[config.mk]
export PLATFORM = sky130hd
export DESIGN_NAME = program_loader
export DESIGN_NICKNAME = d
export VERILOG_FILES = /design/src/rtl/program_loader.sv
export SDC_FILE = /design/constraint.sdc
export NUM_CORES = 1
export LEC_CHECK = 0
export BUFFER_PORTS_ARGS = -buffer_cell sky130_fd_sc_hd__buf_2
export CAP_MARGIN = 10
export CELL_PAD_IN_SITES_DETAIL_PLACEMENT = 0
export CELL_PAD_IN_SITES_GLOBAL_PLACEMENT = 2
export CORE_ASPECT_RATIO = 0.6
export CORE_MARGIN = 5
export CORE_UTILIZATION = 37
export CTS_CLUSTER_SIZE = 40
export DETAILED_ROUTE_END_ITERATION = 10
export PLACE_DENSITY = 0.95
export SYNTH_ARGS = -nofsm -noshare
export SYNTH_HDL_FRONTEND = slang
export SYNTH_SLANG_ARGS = --single-unit
[constraint.sdc]
create_clock -name clk -period 3.3 [get_ports clk]
set_clock_uncertainty 0.15 [all_clocks]
set_input_delay 0.165 -clock clk [delete_from_list [all_inputs] [get_ports clk]]
set_output_delay 0.165 -clock clk [all_outputs]
set_load 0.005 [all_outputs]
[src/rtl/program_loader.sv]
// Boot loader: assembles a little-endian word stream into instruction memory, then releases the core.
// Optional trailing checksum word enabled by defining PROGRAM_LOADER_CHECKSUM_EN.
module program_loader #(
  parameter int ADDR_WIDTH = 10,
  parameter int MAX_WORDS  = 1024
) (
  input  logic                  clk,
  input  logic                  resetn,
  input  logic [7:0]            in_data,
  input  logic                  in_valid,
  output logic                  in_ready,
  output logic                  imem_we,
  output logic [ADDR_WIDTH-1:0] imem_addr,
  output logic [31:0]           imem_wdata,
  output logic                  core_resetn,
  output logic                  done,
  output logic                  error
);

  typedef enum logic [2:0] {
    S_LEN  = 3'd0,
    S_DATA = 3'd1,
    S_DONE = 3'd2,
    S_ERR  = 3'd3
`ifdef PROGRAM_LOADER_CHECKSUM_EN
    , S_CSUM = 3'd4
`endif
  } state_e;

  state_e                state_q, state_d;
  logic [1:0]            byte_cnt_q, byte_cnt_d;
  logic [23:0]           shift_q, shift_d;
  logic [31:0]           len_q, len_d;
  logic [ADDR_WIDTH:0]   word_cnt_q, word_cnt_d;
  logic                  in_ready_q, in_ready_d;
  logic                  we_q, we_d;
  logic [ADDR_WIDTH-1:0] addr_q, addr_d;
  logic [31:0]           wdata_q, wdata_d;
  logic                  core_resetn_q, core_resetn_d;
  logic                  done_q, done_d;
  logic                  error_q, error_d;
`ifdef PROGRAM_LOADER_CHECKSUM_EN
  logic [31:0]           sum_q, sum_d;
`endif

  logic                  xfer_s;
  logic                  last_byte_s;
  logic [31:0]           word_s;

  assign xfer_s      = in_valid & in_ready_q;
  assign last_byte_s = xfer_s & (byte_cnt_q == 2'd3);
  // The fourth byte arrives on in_data; earlier three sit in shift_q with b0 lowest.
  assign word_s      = {in_data, shift_q};

  // Next-state and registered-output logic
  always_comb begin
    state_d       = state_q;
    byte_cnt_d    = byte_cnt_q;
    shift_d       = shift_q;
    len_d         = len_q;
    word_cnt_d    = word_cnt_q;
    we_d          = 1'b0;
    addr_d        = addr_q;
    wdata_d       = wdata_q;
`ifdef PROGRAM_LOADER_CHECKSUM_EN
    sum_d         = sum_q;
`endif

    if (xfer_s) begin
      byte_cnt_d = byte_cnt_q + 2'd1;
      shift_d    = word_s[31:8];
    end else begin
      byte_cnt_d = byte_cnt_q;
    end

    case (state_q)
      S_LEN: begin
        if (last_byte_s) begin
          len_d      = word_s;
          word_cnt_d = '0;
          if ((word_s == 32'd0) || (word_s > 32'(MAX_WORDS))) begin
            state_d = S_ERR;
          end else begin
            state_d = S_DATA;
          end
        end else begin
          state_d = S_LEN;
        end
      end
      S_DATA: begin
        if (last_byte_s) begin
          we_d       = 1'b1;
          addr_d     = word_cnt_q[ADDR_WIDTH-1:0];
          wdata_d    = word_s;
          word_cnt_d = word_cnt_q + {{ADDR_WIDTH{1'b0}}, 1'b1};
`ifdef PROGRAM_LOADER_CHECKSUM_EN
          sum_d      = sum_q + word_s;
`endif
          if ((32'(word_cnt_q) + 32'd1) == len_q) begin
`ifdef PROGRAM_LOADER_CHECKSUM_EN
            state_d = S_CSUM;
`else
            state_d = S_DONE;
`endif
          end else begin
            state_d = S_DATA;
          end
        end else begin
          state_d = S_DATA;
        end
      end
`ifdef PROGRAM_LOADER_CHECKSUM_EN
      S_CSUM: begin
        if (last_byte_s) begin
          if (word_s == sum_q) begin
            state_d = S_DONE;
          end else begin
            state_d = S_ERR;
          end
        end else begin
          state_d = S_CSUM;
        end
      end
`endif
      S_DONE:  state_d = S_DONE;
      S_ERR:   state_d = S_ERR;
      default: state_d = S_ERR;
    endcase

    in_ready_d    = (state_d != S_DONE) && (state_d != S_ERR);
    // Release lags the final write by one cycle so the last word is in memory first.
    done_d        = (state_q == S_DONE);
    core_resetn_d = (state_q == S_DONE);
    error_d       = (state_d == S_ERR);
  end

  // State and output registers with synchronous active-low reset
  always_ff @(posedge clk) begin
    if (!resetn) begin
      state_q       <= S_LEN;
      byte_cnt_q    <= 2'd0;
      shift_q       <= 24'd0;
      len_q         <= 32'd0;
      word_cnt_q    <= '0;
      in_ready_q    <= 1'b0;
      we_q          <= 1'b0;
      addr_q        <= '0;
      wdata_q       <= 32'd0;
      core_resetn_q <= 1'b0;
      done_q        <= 1'b0;
      error_q       <= 1'b0;
`ifdef PROGRAM_LOADER_CHECKSUM_EN
      sum_q         <= 32'd0;
`endif
    end else begin
      state_q       <= state_d;
      byte_cnt_q    <= byte_cnt_d;
      shift_q       <= shift_d;
      len_q         <= len_d;
      word_cnt_q    <= word_cnt_d;
      in_ready_q    <= in_ready_d;
      we_q          <= we_d;
      addr_q        <= addr_d;
      wdata_q       <= wdata_d;
      core_resetn_q <= core_resetn_d;
      done_q        <= done_d;
      error_q       <= error_d;
`ifdef PROGRAM_LOADER_CHECKSUM_EN
      sum_q         <= sum_d;
`endif
    end
  end

  assign in_ready    = in_ready_q;
  assign imem_we     = we_q;
  assign imem_addr   = addr_q;
  assign imem_wdata  = wdata_q;
  assign core_resetn = core_resetn_q;
  assign done        = done_q;
  assign error       = error_q;

endmodule

# == Yosys cells after proc, flatten, opt, wreduce, memory -nomap -nowiden ==
# Index checks and enable logic that the tools add are counted.
# totals
wordCells,44
out_inout_bits,47
regBits,118
in_bits,11
# op_classes
magnitude_cmp,1
bitwise_logic,2
add_sub_neg,3
n_eq_ne,9
muxes,9
reduce_logical,9
# ops
op,count
$eq A12 B32 Y1,1
$gt A32 B11 Y1 const B,1
$logic_not A32 Y1,1
$mux W11,2
$pmux W11 S2,1
$add A11 B1 Y12 const B,1
$add A11 B1 Y11 const B,1
$pmux W3 S3,1
$eq A3 B2 Y1 const B,2
$mux W3,2
$ne A3 B2 Y1 const B,2
$reduce_and A2 Y1,3
$mux W2,2
$ne A2 B2 Y1 const B,2
$eq A3 B1 Y1 const B,1
$logic_not A3 Y1,1
$reduce_and A3 Y1,1
$add A2 B1 Y2 const B,1
$and A1 B1 Y1,2
$eq A2 B2 Y1 const B,1
$reduce_bool A2 Y1,1
$logic_and A1 B1 Y1,1
$logic_or A1 B1 Y1,1
$mux W1,1

# == Longest topological paths before layout ==
# depth
depth_word,7
depth_mapped,8
ltp_nobuf,7

# == Least setup slack after synthesis ==
# No wires, ideal clock.
# synth_timing
kind,reg-to-reg
from,reg word_cnt_q[0]
to,reg state_q[0]
synth_period_minus_slack_ns,1.994
required_ns,3.022
arrival_time_ns,1.716
setup_ns,0.128
setup_slack_ns,1.306
stages_incl_launch_ff,8
path_buffers,0
cell_sequence,dfxtp_1 -> ha_1 -> nand3_1 -> or3_1 -> o22ai_1 -> o22ai_1 -> nor4_2 -> a21oi_1
# synth_between
elab_chain_len,5
# synth_rtl
item,line,source
start: declaration,34,"logic [ADDR_WIDTH:0] word_cnt_q, word_cnt_d;"
start signal: assignment,160,word_cnt_q <= word_cnt_d;
$add A11 B1 Y12,99,if ((32'(word_cnt_q) + 32'd1) == len_q) begin
$eq A12 B32 Y1,99,
$mux W2,99,
$mux W3,91,if (last_byte_s) begin
$pmux W3 S3,76,case (state_q)
end signal: assignment,156,state_q <= state_d;
end: declaration,30,"state_e state_q, state_d;"
# Every way passes these cells.
# A chain may end at the register's enable or synchronous reset.

# == Final worst setup path ==
# layout_timing
from,reg word_cnt_q[0]
to,reg state_q[1]
# Same word-level chain as after synthesis.

==> run metrics <==
Overflow after GRT 0; summed instance area of the synthesized netlist 4880 µm²; CTS H-tree lvls 4; Comb power frac 0.026; worst path required time 3.49 ns; layout cell share with drive strength beyond 1 0.152; share of the clock period used by the worst path 0.769; portion of the post-synthesis area used by sequential elements 0.480; number of gates resized after CTS 0; sum of routed wire length over all layers 12.9 mm; count of flip-flops with a built-in enable after synthesis 0; Min Hold Slack 0.164 ns; antenna violations before repair 0; drt drc 0; vias in the first global route 3,958; fmax 0.394 GHz; starting density of the core 0.378; fillcell total 1,319; flip-flop cell with the highest count after synthesis dfxtp_1; P_int 2.66 mW; via count of the routed design 4,167; startpoint types flip-flop; depth of the worst hold-timing path 3; Clock Latency Late Sink 0.41 ns; number of vias per cell after detailed routing 5.08; unique cell type count in the Yosys netlist 44; status finished, final reports clean; overall die width 158 µm; Area growth, synth to finish 20.7%; maximum number of pins on one net before global-route repair 61; ys async rst share 0; min cycle time layout 2.54 ns; post-detailed-route wirelength per cell 15.7 µm; number of primary I/O pins 58; core region area 12,900 µm²; number of setup buffers added after CTS 0; RSZ-0062 raised after global routing false; number of clock sinks seen by CTS 117; final count of pins violating max slew 0; CTS tree done; power dissipated by switching net loads roughly 700 µW; Flop pwr share 0.429; Clock power frac 0.545; CP Data Arrival Time 2.73 ns; Port Buf Inserts 57; worst-case headroom to the max-slew limit 0.378; highest fanout seen on the critical path 11; clock transition at the registers of the reported paths 0.06 ns; Cell Pwr Density 568 nW/µm²; worst reg2reg path depth 7; Area after DPL 5230 µm²; number of nets in the layout 651; net count after synthesis 600; gp weighted congestion between 0.9 and 1; height of the die 99.0 µm; overall power of the completed layout around 3.3 mW; Ys Warns 0; finished layout cell area 5890 µm²; TritonCTS buffer count 17; root buffer cell clkbuf_16; final total negative setup slack 0 ns; Tightest Pin Transition 0.930 ns; Seq cells post-synth approximately 120; cells after synthesis 587; maximum capacitance violations 0; worst-case clock buffer depth 2; standard-cell rows 32; Crit. Startpoint word_cnt_q[0]$_SDFFE_PN0P_; endpoint class of the critical path flip-flop; DRT Pass-1 Iters 4; start of the worst register-to-register path word_cnt_q[0]$_SDFFE_PN0P_; Iter 0 DRT Violations ~330; Antenna Nets Post-Route 0; leakage component of the power 2.16 nW; Final Hold Vio Count 0; number of inserted diodes 0; DPL Wire Length between 8 and 9 mm; Total GRT Usage 0.172; wire length of the first global-routing pass 21.0 mm; Hold Path Origin in_valid; Die Outline Area 15,700 µm²; worst voltage drop across the vdd grid between 0.3 and 0.4 mV; min-delay worst type input port to flip-flop; switching share of power 0.206; start-to-end type of the worst setup path flip-flop to flip-flop; Avg Synthesized Cell Area 8.31 µm²; total setup violations reported at the end of the flow 0
-- critical path, cell delays in order, from the launching register on --
cell,delay (ns)
dfxtp_1,0.46
ha_1,0.29
nand3_1,0.33
or3_1,0.44
o22ai_1,0.14
o22ai_1,0.10
nor4_2,0.37
o21a_1,0.19
-- power by group through the flow --
| stage | Clock (mW) | Combinational [mW] | Sequential [mW] |
|---|---|---|---|
| finish | 1.82 | 0.0874 | 1.44 |
| global route | 1.93 | 0.0969 | 1.44 |
| CTS | 1.86 | 0.0874 | 1.44 |
| detailed placement | 0 | 0.0798 | 1.47 |
| global placement | 0 | 0.0785 | 1.47 |
| floorplan | 0 | 0.0549 | 1.46 |
-- sequential cells by signal, indices dropped and copies added (netlist names), 2 cells and up --
signal and flops:
word_cnt_q 11, len_q 32, imem_addr 10, byte_cnt_q 2, imem_wdata 32, shift_q 24, state_q 2
-- layout by cell type, fill, tap and decap left out, types with 3 or more instances in the layout --
cell type	count
nor2_1	6
inv_1	5
dlygate4sd3_1	8
buf_2	57
dfxtp_1	117
nand3_1	6
o31ai_1	3
nand4_1	4
a21boi_0	91
clkinv_2	5
xnor2_1	13
xor2_1	6
clkbuf_1	4
o22ai_1	3
nor3_1	4
buf_4	6
bufinv_16	3
and2_1	4
a21boi_1	8
a21oi_1	4
and3_1	4
clkbuf_16	17
o41ai_1	3
o21ai_0	11
nand2_1	217
nor4_1	11
-- Yosys cell counts (2+ instances only) --
master | number | area share
nor2b_1 | 2 | 0.0026
o31ai_1 | 3 | 0.0046
a21boi_1 | 8 | 0.012
a31oi_1 | 2 | 0.0026
a21boi_0 | 91 | 0.14
o41ai_1 | 3 | 0.0054
dfxtp_1 | 117 | 0.48
nand2_1 | 217 | 0.17
nand3_1 | 6 | 0.0062
ha_1 | 2 | 0.0051
and3_1 | 4 | 0.0051
and2_1 | 4 | 0.0051
a22oi_1 | 2 | 0.0031
nor2_1 | 7 | 0.0054
buf_6 | 5 | 0.012
clkbuf_1 | 25 | 0.019
buf_2 | 8 | 0.0082
xor2_1 | 6 | 0.011
o21ai_0 | 11 | 0.011
o22ai_1 | 3 | 0.0038
inv_1 | 5 | 0.0038
nor3_1 | 4 | 0.0041
nor4b_1 | 2 | 0.0036
nand4_1 | 4 | 0.0051
nor4_1 | 11 | 0.014
o21a_1 | 2 | 0.0031
a21oi_1 | 4 | 0.0041
xnor2_1 | 13 | 0.023
-- worst paths after layout --
kind,slack (ns),to
hold reg to reg,0.31,imem_wdata[5]$_SDFFE_PN0P_
setup / recovery,0.76,state_q[1]$_SDFF_PN0_
setup reg to reg,0.76,state_q[1]$_SDFF_PN0_
hold / removal,0.16,word_cnt_q[1]$_SDFFE_PN0P_
-- repair_timing --
item | CTS | global route
endpoints found under the setup margin | 0 | 0
hold endpoints to repair | 24 | 0
hold buffers | 8 | 0
-- per-layer routing --
metal | vias to the layer above | track usage | routed length (µm)
met1 | 1947 | 0.270 | 7030
met5 | - | 0 | 0
li1 | 2068 | - | -
met3 | 17 | 0.0474 | 866
met2 | 135 | 0.222 | 4820
met4 | 0 | 0.0557 | 179
-- cells by family after synthesis --
group	count (synthesis)	synth area share
and+or+nand+nor	273	0.241
AOI/OAI and AO/OA	132	0.196
DFF	117	0.480
buffers and inverters	44	0.0444
xor gates and xnor gates	19	0.0341
adders and majority gates	2	0.00513
-- layout make-up --
| cell class | count | area, µm² | area share |
|---|---|---|---|
| Timing Repair Buffer | 71 | 410 | 0.0697 |
| Clock inverter | 10 | 130 | 0.0221 |
| Clock buffer | 22 | 454 | 0.0771 |
| Tap cell | 170 | 213 | 0.0361 |
| Sequential cell | 117 | 2340 | 0.398 |
| Multi-Input combinational cell | 426 | 2320 | 0.394 |
| Inverter | 5 | 18.8 | 0.00319 |
-- through the flow --
step / utilization / std cells / setup WS (ns)
global route: 0.457 / 821 / 0.596
CTS: 0.457 / 821 / 0.787
detailed placement: 0.405 / 781 / 0.801
finish: 0.457 / 821 / 0.763
floorplan: - / 587 / 1.31
global placement: 0.405 / 781 / 0.910
(Power assumes the default switching activity.)
